**src/rtl/cpu_controller.sv**
```systemverilog
// cpu_controller: multicycle fetch/decode/execute FSM for the 16-bit CPU with
// configurable memory read latency, run/step gating, halt and retired-instruction count.
module cpu_controller #(
    parameter int MEM_LATENCY = 1,
    parameter int CNT_W       = 16
) (
    input  logic             clk,
    input  logic             reset,
    input  logic [2:0]       opcode,
    input  logic [1:0]       op,
    input  logic             run,
    input  logic             step,
    output logic [1:0]       nsel,
    output logic [1:0]       vsel,
    output logic             write,
    output logic             loada,
    output logic             loadb,
    output logic             loadc,
    output logic             loads,
    output logic             asel,
    output logic             bsel,
    output logic             loadir,
    output logic             loadpc,
    output logic             reset_pc,
    output logic             msel,
    output logic             mem_read,
    output logic             mem_write,
    output logic             halted,
    output logic [CNT_W-1:0] icount
);
    localparam int CW = $clog2(MEM_LATENCY + 1);

    typedef enum logic [4:0] {
        RST, IDLE, IF1, IF2, UPC, DEC, WRI, GETA, GETB, EXE, WRC,
        ADR, MRD, WRM, STO, DONE, HALT
    } state_t;

    state_t state, next;
    logic [CW-1:0] cnt;
    logic last, is_alu, is_ldr, is_str, is_cmp;

    assign last   = cnt == CW'(MEM_LATENCY - 1);
    assign is_alu = opcode == 3'b101;
    assign is_ldr = opcode == 3'b011;
    assign is_str = opcode == 3'b100;
    assign is_cmp = is_alu && op == 2'b01;

    always_ff @(posedge clk) begin
        if (!reset) begin
            state  <= RST;
            cnt    <= '0;
            icount <= '0;
        end else begin
            state  <= next;
            cnt    <= ((state == IF1 || state == MRD) && !last) ? cnt + CW'(1) : '0;
            if (state == DONE) icount <= icount + CNT_W'(1);
        end
    end

    always_comb begin
        next = state;
        case (state)
            RST:  next = IDLE;
            IDLE: next = (run || step) ? IF1 : IDLE;
            IF1:  next = last ? IF2 : IF1;
            IF2:  next = UPC;
            UPC:  next = DEC;
            DEC:  case ({opcode, op})
                      5'b110_10: next = WRI;
                      5'b110_00: next = GETB;
                      5'b011_00,
                      5'b100_00: next = GETA;
                      default:   next = is_alu ? GETA : (opcode == 3'b111) ? HALT : DONE;
                  endcase
            WRI:  next = DONE;
            GETA: next = is_alu ? GETB : ADR;
            GETB: next = is_str ? STO : EXE;
            EXE:  next = is_cmp ? DONE : WRC;
            WRC:  next = DONE;
            ADR:  next = is_ldr ? MRD : GETB;
            MRD:  next = last ? WRM : MRD;
            WRM:  next = DONE;
            STO:  next = DONE;
            DONE: next = IDLE;
            HALT: next = HALT;
            default: next = RST;
        endcase
    end

    always_comb begin
        {nsel, vsel} = 4'b0000;
        {write, loada, loadb, loadc, loads, asel, bsel} = 7'b0;
        {loadir, loadpc, reset_pc, msel, mem_read, mem_write, halted} = 7'b0;
        case (state)
            RST:  {reset_pc, loadpc} = 2'b11;
            IF1:  mem_read = 1'b1;
            IF2:  {mem_read, loadir} = 2'b11;
            UPC:  loadpc = 1'b1;
            WRI:  {vsel, write} = {2'b01, 1'b1};
            GETA: loada = 1'b1;
            GETB: {nsel, loadb} = {is_str ? 2'b01 : 2'b10, 1'b1};
            EXE:  {asel, loadc, loads} = {opcode == 3'b110, !is_cmp, is_cmp};
            WRC:  {nsel, vsel, write} = {2'b01, 2'b11, 1'b1};
            ADR:  {bsel, loadc} = 2'b11;
            MRD:  {msel, mem_read} = 2'b11;
            WRM:  {nsel, msel, mem_read, write} = {2'b01, 3'b111};
            STO:  {msel, mem_write} = 2'b11;
            HALT: halted = 1'b1;
            default: ;
        endcase
    end
endmodule

```
**config.mk**
```make
export PLATFORM = sky130hd
export DESIGN_NAME = cpu_controller
export DESIGN_NICKNAME = d
export VERILOG_FILES = /design/src/rtl/cpu_controller.sv
export SDC_FILE = /design/constraint.sdc
export NUM_CORES = 1
export LEC_CHECK = 0
export CORE_MARGIN = 2
export CORE_UTILIZATION = 55
export CTS_CLUSTER_DIAMETER = 60
export DETAILED_ROUTE_END_ITERATION = 6
export DONT_BUFFER_PORTS = 1
export PLACE_DENSITY = 0.7
export SLEW_MARGIN = 10
export SYNTH_ARGS = -nofsm -noshare
export SYNTH_HDL_FRONTEND = slang
export SYNTH_SLANG_ARGS = --single-unit
```
**constraint.sdc**
```tcl
create_clock -name clk -period 2.3 [get_ports clk]
set_input_delay 0.46 -clock clk [delete_from_list [all_inputs] [get_ports clk]]
set_output_delay 0.46 -clock clk [all_outputs]
set_load 0.005 [all_outputs]
```
==> flow_summary.toml, run 1 <==
[critical_path]
cp_top_family = "flip-flops"
crit_type = "flop to output pin"
worstPathRequired_ns = 1.84
crit_path_end_kind = "output pin"
cp.arrival_ns = 1.61
crit_buf_inv = 0
cp_max_fo = 13
crit_chain = "nand2b_1, o21ai_0, a21oi_1, nor2_1"
worst_setup_path_start_kind = "flop"
slowest_delay_ns = 0.60
slowest_stage = "dfxtp_1"

[place]
hpwlAfterDp_mm = 2.49
io_buffers = 0
routabilityCongestion = 0.894

[yosys]
syn_inst = 190
synth_most_common_cell = "dfxtp_1"
syn_area_mm2 = 0.00145
ys_seq_area_share_pct = 30.3
synth_top_area_cell = "dfxtp_1"
ys.flop_type = "dfxtp_1"
synth_edf_count = 0
ys_types = 45
yosysWarnings = 0
synth_top_area_share_pct = 30.3
synth_commonest_cells = "dfxtp_1 (22), nand2_1 (16), and2_1 (15), nor2_1 (14), nor3_1 (14)"
syn_avg_cell_area_um2 = 7.65
syn_nets = 200
synthArstFlopShare_pct = 0
synth.area.top_cells = "dfxtp_1 (30%), and2_1 (6.5%), xor2_1 (5.4%)"
ys_ff_latch = 22

[timing]
rsz0062_at_grt = "no"
fmax_mhz = 483
final_max_slew_viol_count = 0
clock-skew-final_ns = 0.00925
post-route-min-period_ns = 2.07
tns_ns = 0
hold_viol = 0
period_share_pct = 90.0
setup_viol = 0

[worst_hold_path]
min_path_type = "input pin to flop"

[clock_network]
h-tree-depth = 1
clk_path_buf_depth = 2
clock_tree.root_cell = "clkbuf_4"
worstSkewPairLatency_ns = 0.31
cts.hold.buffers_added = 0
cts_tree = "yes"
cts-buffers-inserted = 3
clkSinkCount = 22
clk_transition_reported_paths_ns = 0.13

[detailed_routing]
post_drt_wl_per_cell_um = 15.0
wl_mm = 3.26
routed-via-count = 1320
drc = 0
dr.first_iter.drc_count = 41
dr.pass1.iters = 4
routed_via_density = 6.06
detail-route-antenna-nets = 0

[die]
core_mm2 = 0.00250
num_rows = 18
die_x_um = 55.4
start_util_pct = 58.1
ios = 43
dieArea_mm2 = 0.00307
fp.dieH_um = 55.4

[status]
status = "finished clean"

[global_routing]
grt_usage_pct = 21.9
grt_max_degree = 18
grt_pass1_vias = 1247
grt-ovfl-total = 0
use_met1_pct = 25.4
grt.met2_usage_pct = 38.8
grt_pass1_wl_mm = 5.53
antenna_found_initial = 0
met3_usage_pct = 5.62
grt_busiest_layer = "met2"

[pwr]
peakVddDrop_uv = 482
p_leak_uw = 0.000620
powerDensity_mw_per_mm2 = 623

[cells_and_area]
drive_gt1_share_pct = 9.57
finish.utilization_pct = 61.3
nets = 199
syn_to_final_growth_pct = 5.51
n_antenna_cell = 0

[run]
maxCapViolations = 0
==> cells by family (layout without fill, tap and decap cells) <==
logic type      after synthesis  after routing  share of synthesized area (%)
xor+xnor                     15             15                           9.04
fa+ha+maj                     1              1                          0.861
mux                           2              2                           1.38
buf+inv                      18             16                           5.51
flops                        22             22                           30.3
compound gates               36             36                           15.4
simple gates                 95             95                           37.2
other cells                   1              1                          0.258
==> worst reg2reg max path: cells and delay by family (launching register included) <==
family | cells | cell delay (ns)
flip-flops | 1 | 0.60
XOR/XNOR | 1 | 0.14
AND/OR/NAND/NOR | 4 | 1.05
==> power breakdown <==
part | switching (µW) | leakage [µW] | internal, µW
registers | 37.4 | 0.000179 | 398
logic | 132 | 0.000414 | 94.4
clock network | 118 | 0.0000279 | 176
==> path summary, 6_finish.rpt <==
kind | startpoint | endpoint | slack, ns | cells past startpoint
setup reg to reg | state[1]$_SDFF_PN0_ | icount[10]$_SDFFE_PN0P_ | 0.42 | 5
hold reg to reg | icount[1]$_SDFFE_PN0P_ | icount[1]$_SDFFE_PN0P_ | 0.56 | 2
setup / recovery | state[1]$_SDFF_PN0_ | write | 0.23 | 4
hold / removal | reset | icount[4]$_SDFFE_PN0P_ | 0.27 | 1
==> layout by cell type (no fill, tap or decap), drive strengths merged, types with 2 or more instances in the layout <==
cell,instances
inv,6
and2,15
and4,2
nand4,3
nor2,14
nor3,14
clkbuf,3
a31oi,3
a21boi,2
mux2i,2
o21ai,12
nor2b,3
and3,2
and3b,2
nor4,3
nand3,5
dfxtp,22
xor2,9
or3,3
o211ai,2
a21o,2
nand2,17
nor3b,4
a211oi,2
a21oi,8
nand3b,4
xnor2,6
buf,6
==> layout make-up <==
| cell class | count | area (µm²) |
|---|---|---|
| well taps | 30 | 37.5 |
| inverters | 6 | 22.5 |
| clock buffers | 3 | 22.5 |
| clock inverters | 1 | 30.0 |
| repair buffers | 6 | 45.0 |
| multi-input cells | 150 | 932 |
| fillers | 257 | 967 |
| flip-flops and latches | 22 | 443 |
==> routing by layer <==
| layer | routed length, µm | up-vias | part of all wire (%) |
|---|---|---|---|
| met5 | 0 | - | 0 |
| li1 | - | 668 | - |
| met1 | 1420 | 608 | 44 |
| met4 | 34 | 0 | 1.0 |
| met2 | 1620 | 40 | 50 |
| met3 | 180 | 4 | 5.5 |
==> per-stage QoR <==
step | instance area [µm²] | setup slack, ns | hold slack, ns | std cells | power, µW
4_1_cts | 1530 | 0.129 | 0.255 | 218 | 953
3_5_place_dp | 1480 | 0.443 | 0.541 | 214 | 665
6_report | 1530 | 0.230 | 0.266 | 218 | 956
3_3_place_gp | 1480 | 0.468 | 0.521 | 214 | 658
2_1_floorplan | 1450 | 0.402 | 0.498 | 190 | 615
5_1_grt | 1530 | 0.0742 | 0.242 | 218 | 1010
==> repair_timing <==
item                                    CTS  global route
buffers inserted                          0             0
endpoints found under the hold margin     0             0
gates resized for setup                   0             2
endpoints found under the setup margin    0             3
==> sequential cells by signal, summed over array words and instances, names as in the netlist <==
| signal | count |
|---|---|
| state | 5 |
| cnt | 1 |
| icount | 16 |
(Power assumes the default switching activity.)
==> inputs of run 2 (changes only) <==
--- a/config.mk
+++ b/config.mk
@@ -5,6 +5,7 @@
 export SDC_FILE = /design/constraint.sdc
 export NUM_CORES = 1
 export LEC_CHECK = 0
+export CAP_MARGIN = 20
 export CORE_MARGIN = 2
 export CORE_UTILIZATION = 55
 export CTS_CLUSTER_DIAMETER = 60
==> results of run 2 <==
No change in the layout: final DEF, timing and power equal those of run 1.
==> inputs of run 3 (changes only) <==
--- a/config.mk
+++ b/config.mk
@@ -6,12 +6,14 @@
 export NUM_CORES = 1
 export LEC_CHECK = 0
 export CAP_MARGIN = 20
+export CORE_ASPECT_RATIO = 0.9
 export CORE_MARGIN = 2
 export CORE_UTILIZATION = 55
 export CTS_CLUSTER_DIAMETER = 60
 export DETAILED_ROUTE_END_ITERATION = 6
 export DONT_BUFFER_PORTS = 1
-export PLACE_DENSITY = 0.7
+export PLACE_DENSITY = 0.8
+export REMOVE_ABC_BUFFERS = 1
 export SLEW_MARGIN = 10
 export SYNTH_ARGS = -nofsm -noshare
 export SYNTH_HDL_FRONTEND = slang
==> run 3 against run 2 <==
  * Critical path depth did not move
  * Clock power increased by 2%
  * Die area is essentially flat
  * Routed wire length grew 7.6%
  * Non-clock buffer count is 1 lower
  * First-iteration DRC count rose to 3.2 times the previous value
  * Clock skew hardly changed
  * Cell area fell by 0.82%
  * Global-route usage rose by 2.2 points
  * Final cell count decreased by 1.4%
  * Register-to-register slack improved by 0.03 ns
  * Sequential power rose by 0.9%
  * Largest power group unchanged
  * Highest routed layer unchanged
==> flow_summary.toml, run 3 (synthesized netlist as in run 1, its figures left out) <==
[status]
status = "finished clean"

[clock_network]
clk_path_buf_depth = 2
cts.hold.buffers_added = 0
cts_tree = "yes"
cts-buffers-inserted = 3
clk_transition_reported_paths_ns = 0.13
clock_tree.root_cell = "clkbuf_4"
worstSkewPairLatency_ns = 0.32
post_cts_buffers = 0
ctsResizeCount = 0
clkSinkCount = 22
h-tree-depth = 1

[detailed_routing]
routed.top_layer = "met4"
wl_mm = 3.51
post_drt_wl_per_cell_um = 16.3
detail-route-antenna-nets = 0
routed-via-count = 1363
dr_wl_met2_mm = 1.70
dr.first_iter.drc_count = 130
dr.pass1.iters = 4
wl_met3_um = 270
routed_via_density = 6.34
wl_met1_mm = 1.51
drc = 0

[critical_path]
worst_setup_path_start_kind = "flop"
crit_chain = "buf_4, nor3b_1, nand2_1, nor3_1"
endpoint = "asel"
r2r_slack_ns = 0.45
path_depth = 4
r2r-start = "state[0]$_SDFF_PN0_"
r2r-end = "icount[10]$_SDFFE_PN0P_"
slowest_stage = "dfxtp_1"
startpoint = "state[3]$_SDFF_PN0_"
crit_path_end_kind = "output pin"
slowest_delay_ns = 0.54
crit_type = "flop to output pin"
worstPathRequired_ns = 1.84
cp_top_family = "simple AND/OR/NAND/NOR gates"
cp_max_fo = 14
crit_buf_inv = 1
r2r_cells = 5
cp.arrival_ns = 1.72

[cells_and_area]
fin_area_mm2 = 0.00152
nets = 198
reg.largest.list = "icount: 16 flops, state: 5 flops, cnt: 1 flops"
mostFrequentLayoutCell = "dfxtp_1"
final_cell_mix = "dfxtp_1 (22), nand2_1 (16), and2_1 (15), nor2_1 (14), nor3_1 (14)"
drive_gt1_share_pct = 8.02
syn_to_final_growth_pct = 4.65
largest_register = "icount"
n_antenna_cell = 0
largest_register_ff_count = 16
finish.utilization_pct = 61.1
instances_no_fill = 215

[place]
io_buffers = 0
placedCellCount = 211
routabilityCongestion = 0.971
hpwlAfterDp_mm = 2.60
dpl_cell_area_mm2 = 0.00147

[global_routing]
antenna_found_initial = 0
grt_max_degree = 18
grt-ovfl-total = 0
grt_pass1_vias = 1220
grt_pass1_wl_mm = 5.72
grt_usage_pct = 24.1

[die]
fp.dieH_um = 52.8
num_rows = 17
ios = 43
core_mm2 = 0.00249
start_util_pct = 58.4
die_x_um = 58.2
dieArea_mm2 = 0.00307

[timing]
relSlewSlack_pct = 62.1
tightest_slew_ns = 0.568
post-route-min-period_ns = 2.18
period_share_pct = 94.7
fmax_mhz = 459
setup_viol = 0
rsz0062_at_grt = "no"
hold_viol = 0
tns_ns = 0
hold_ws_ns = 0.250
final_max_slew_viol_count = 0
clock-skew-final_ns = 0.00875

[pwr]
p_leak_uw = 0.000614
peakVddDrop_uv = 667
powerDensity_mw_per_mm2 = 637

[worst_hold_path]
whs_path_depth = 1
min_path_type = "input pin to flop"

[run]
maxCapViolations = 0
-- run 3: cell types whose count changed in the layout (fill, tap and decap cells not counted), sizes merged --
cell and change:
buf -1
-- run 3: how the worst min path moves through the flow --
| stage | from | to | slack [ns] |
|---|---|---|---|
| floorplan | icount[1]$_SDFFE_PN0P_ | icount[1]$_SDFFE_PN0P_ | 0.50 |
| global placement | icount[1]$_SDFFE_PN0P_ | icount[1]$_SDFFE_PN0P_ | 0.52 |
| detailed placement | icount[1]$_SDFFE_PN0P_ | icount[1]$_SDFFE_PN0P_ | 0.54 |
| CTS | reset | icount[12]$_SDFFE_PN0P_ | 0.24 |
| global route | reset | icount[15]$_SDFFE_PN0P_ | 0.23 |
| finish | reset | icount[8]$_SDFFE_PN0P_ | 0.25 |
-- run 3: power by group --
part,internal (µW),leakage (µW),switching [µW]
Sequential,396,0.000178,42.9
Clock,176,0.0000279,124
Combinational,93.4,0.000408,135
Total,666,0.000614,302
-- run 3: metrics by stage --
step | total power (µW) | setup WS, ns
after floorplan | 594 | 0.374
after global placement | 659 | 0.494
after detailed placement | 670 | 0.471
after CTS | 968 | 0.115
after global routing | 1020 | 0.0183
final | 968 | 0.121
-- run 3: cell type report --
| class | instances | area, µm² |
|---|---|---|
| Inverter | 6 | 22.5 |
| Timing Repair Buffer | 5 | 37.5 |
| Clock inverter | 1 | 30.0 |
| Multi-Input combinational cell | 150 | 932 |
| Sequential cell | 22 | 440 |
| Clock buffer | 3 | 22.5 |
| Fill cell | 226 | 968 |
| Tap cell | 28 | 35.0 |
-- run 3: routing by layer --
metal,vias to the layer above,global-route usage (%)
li1,661,-
met1,647,30.5
met2,51,40.0
met3,4,7.41
met4,0,6.20
met5,-,0
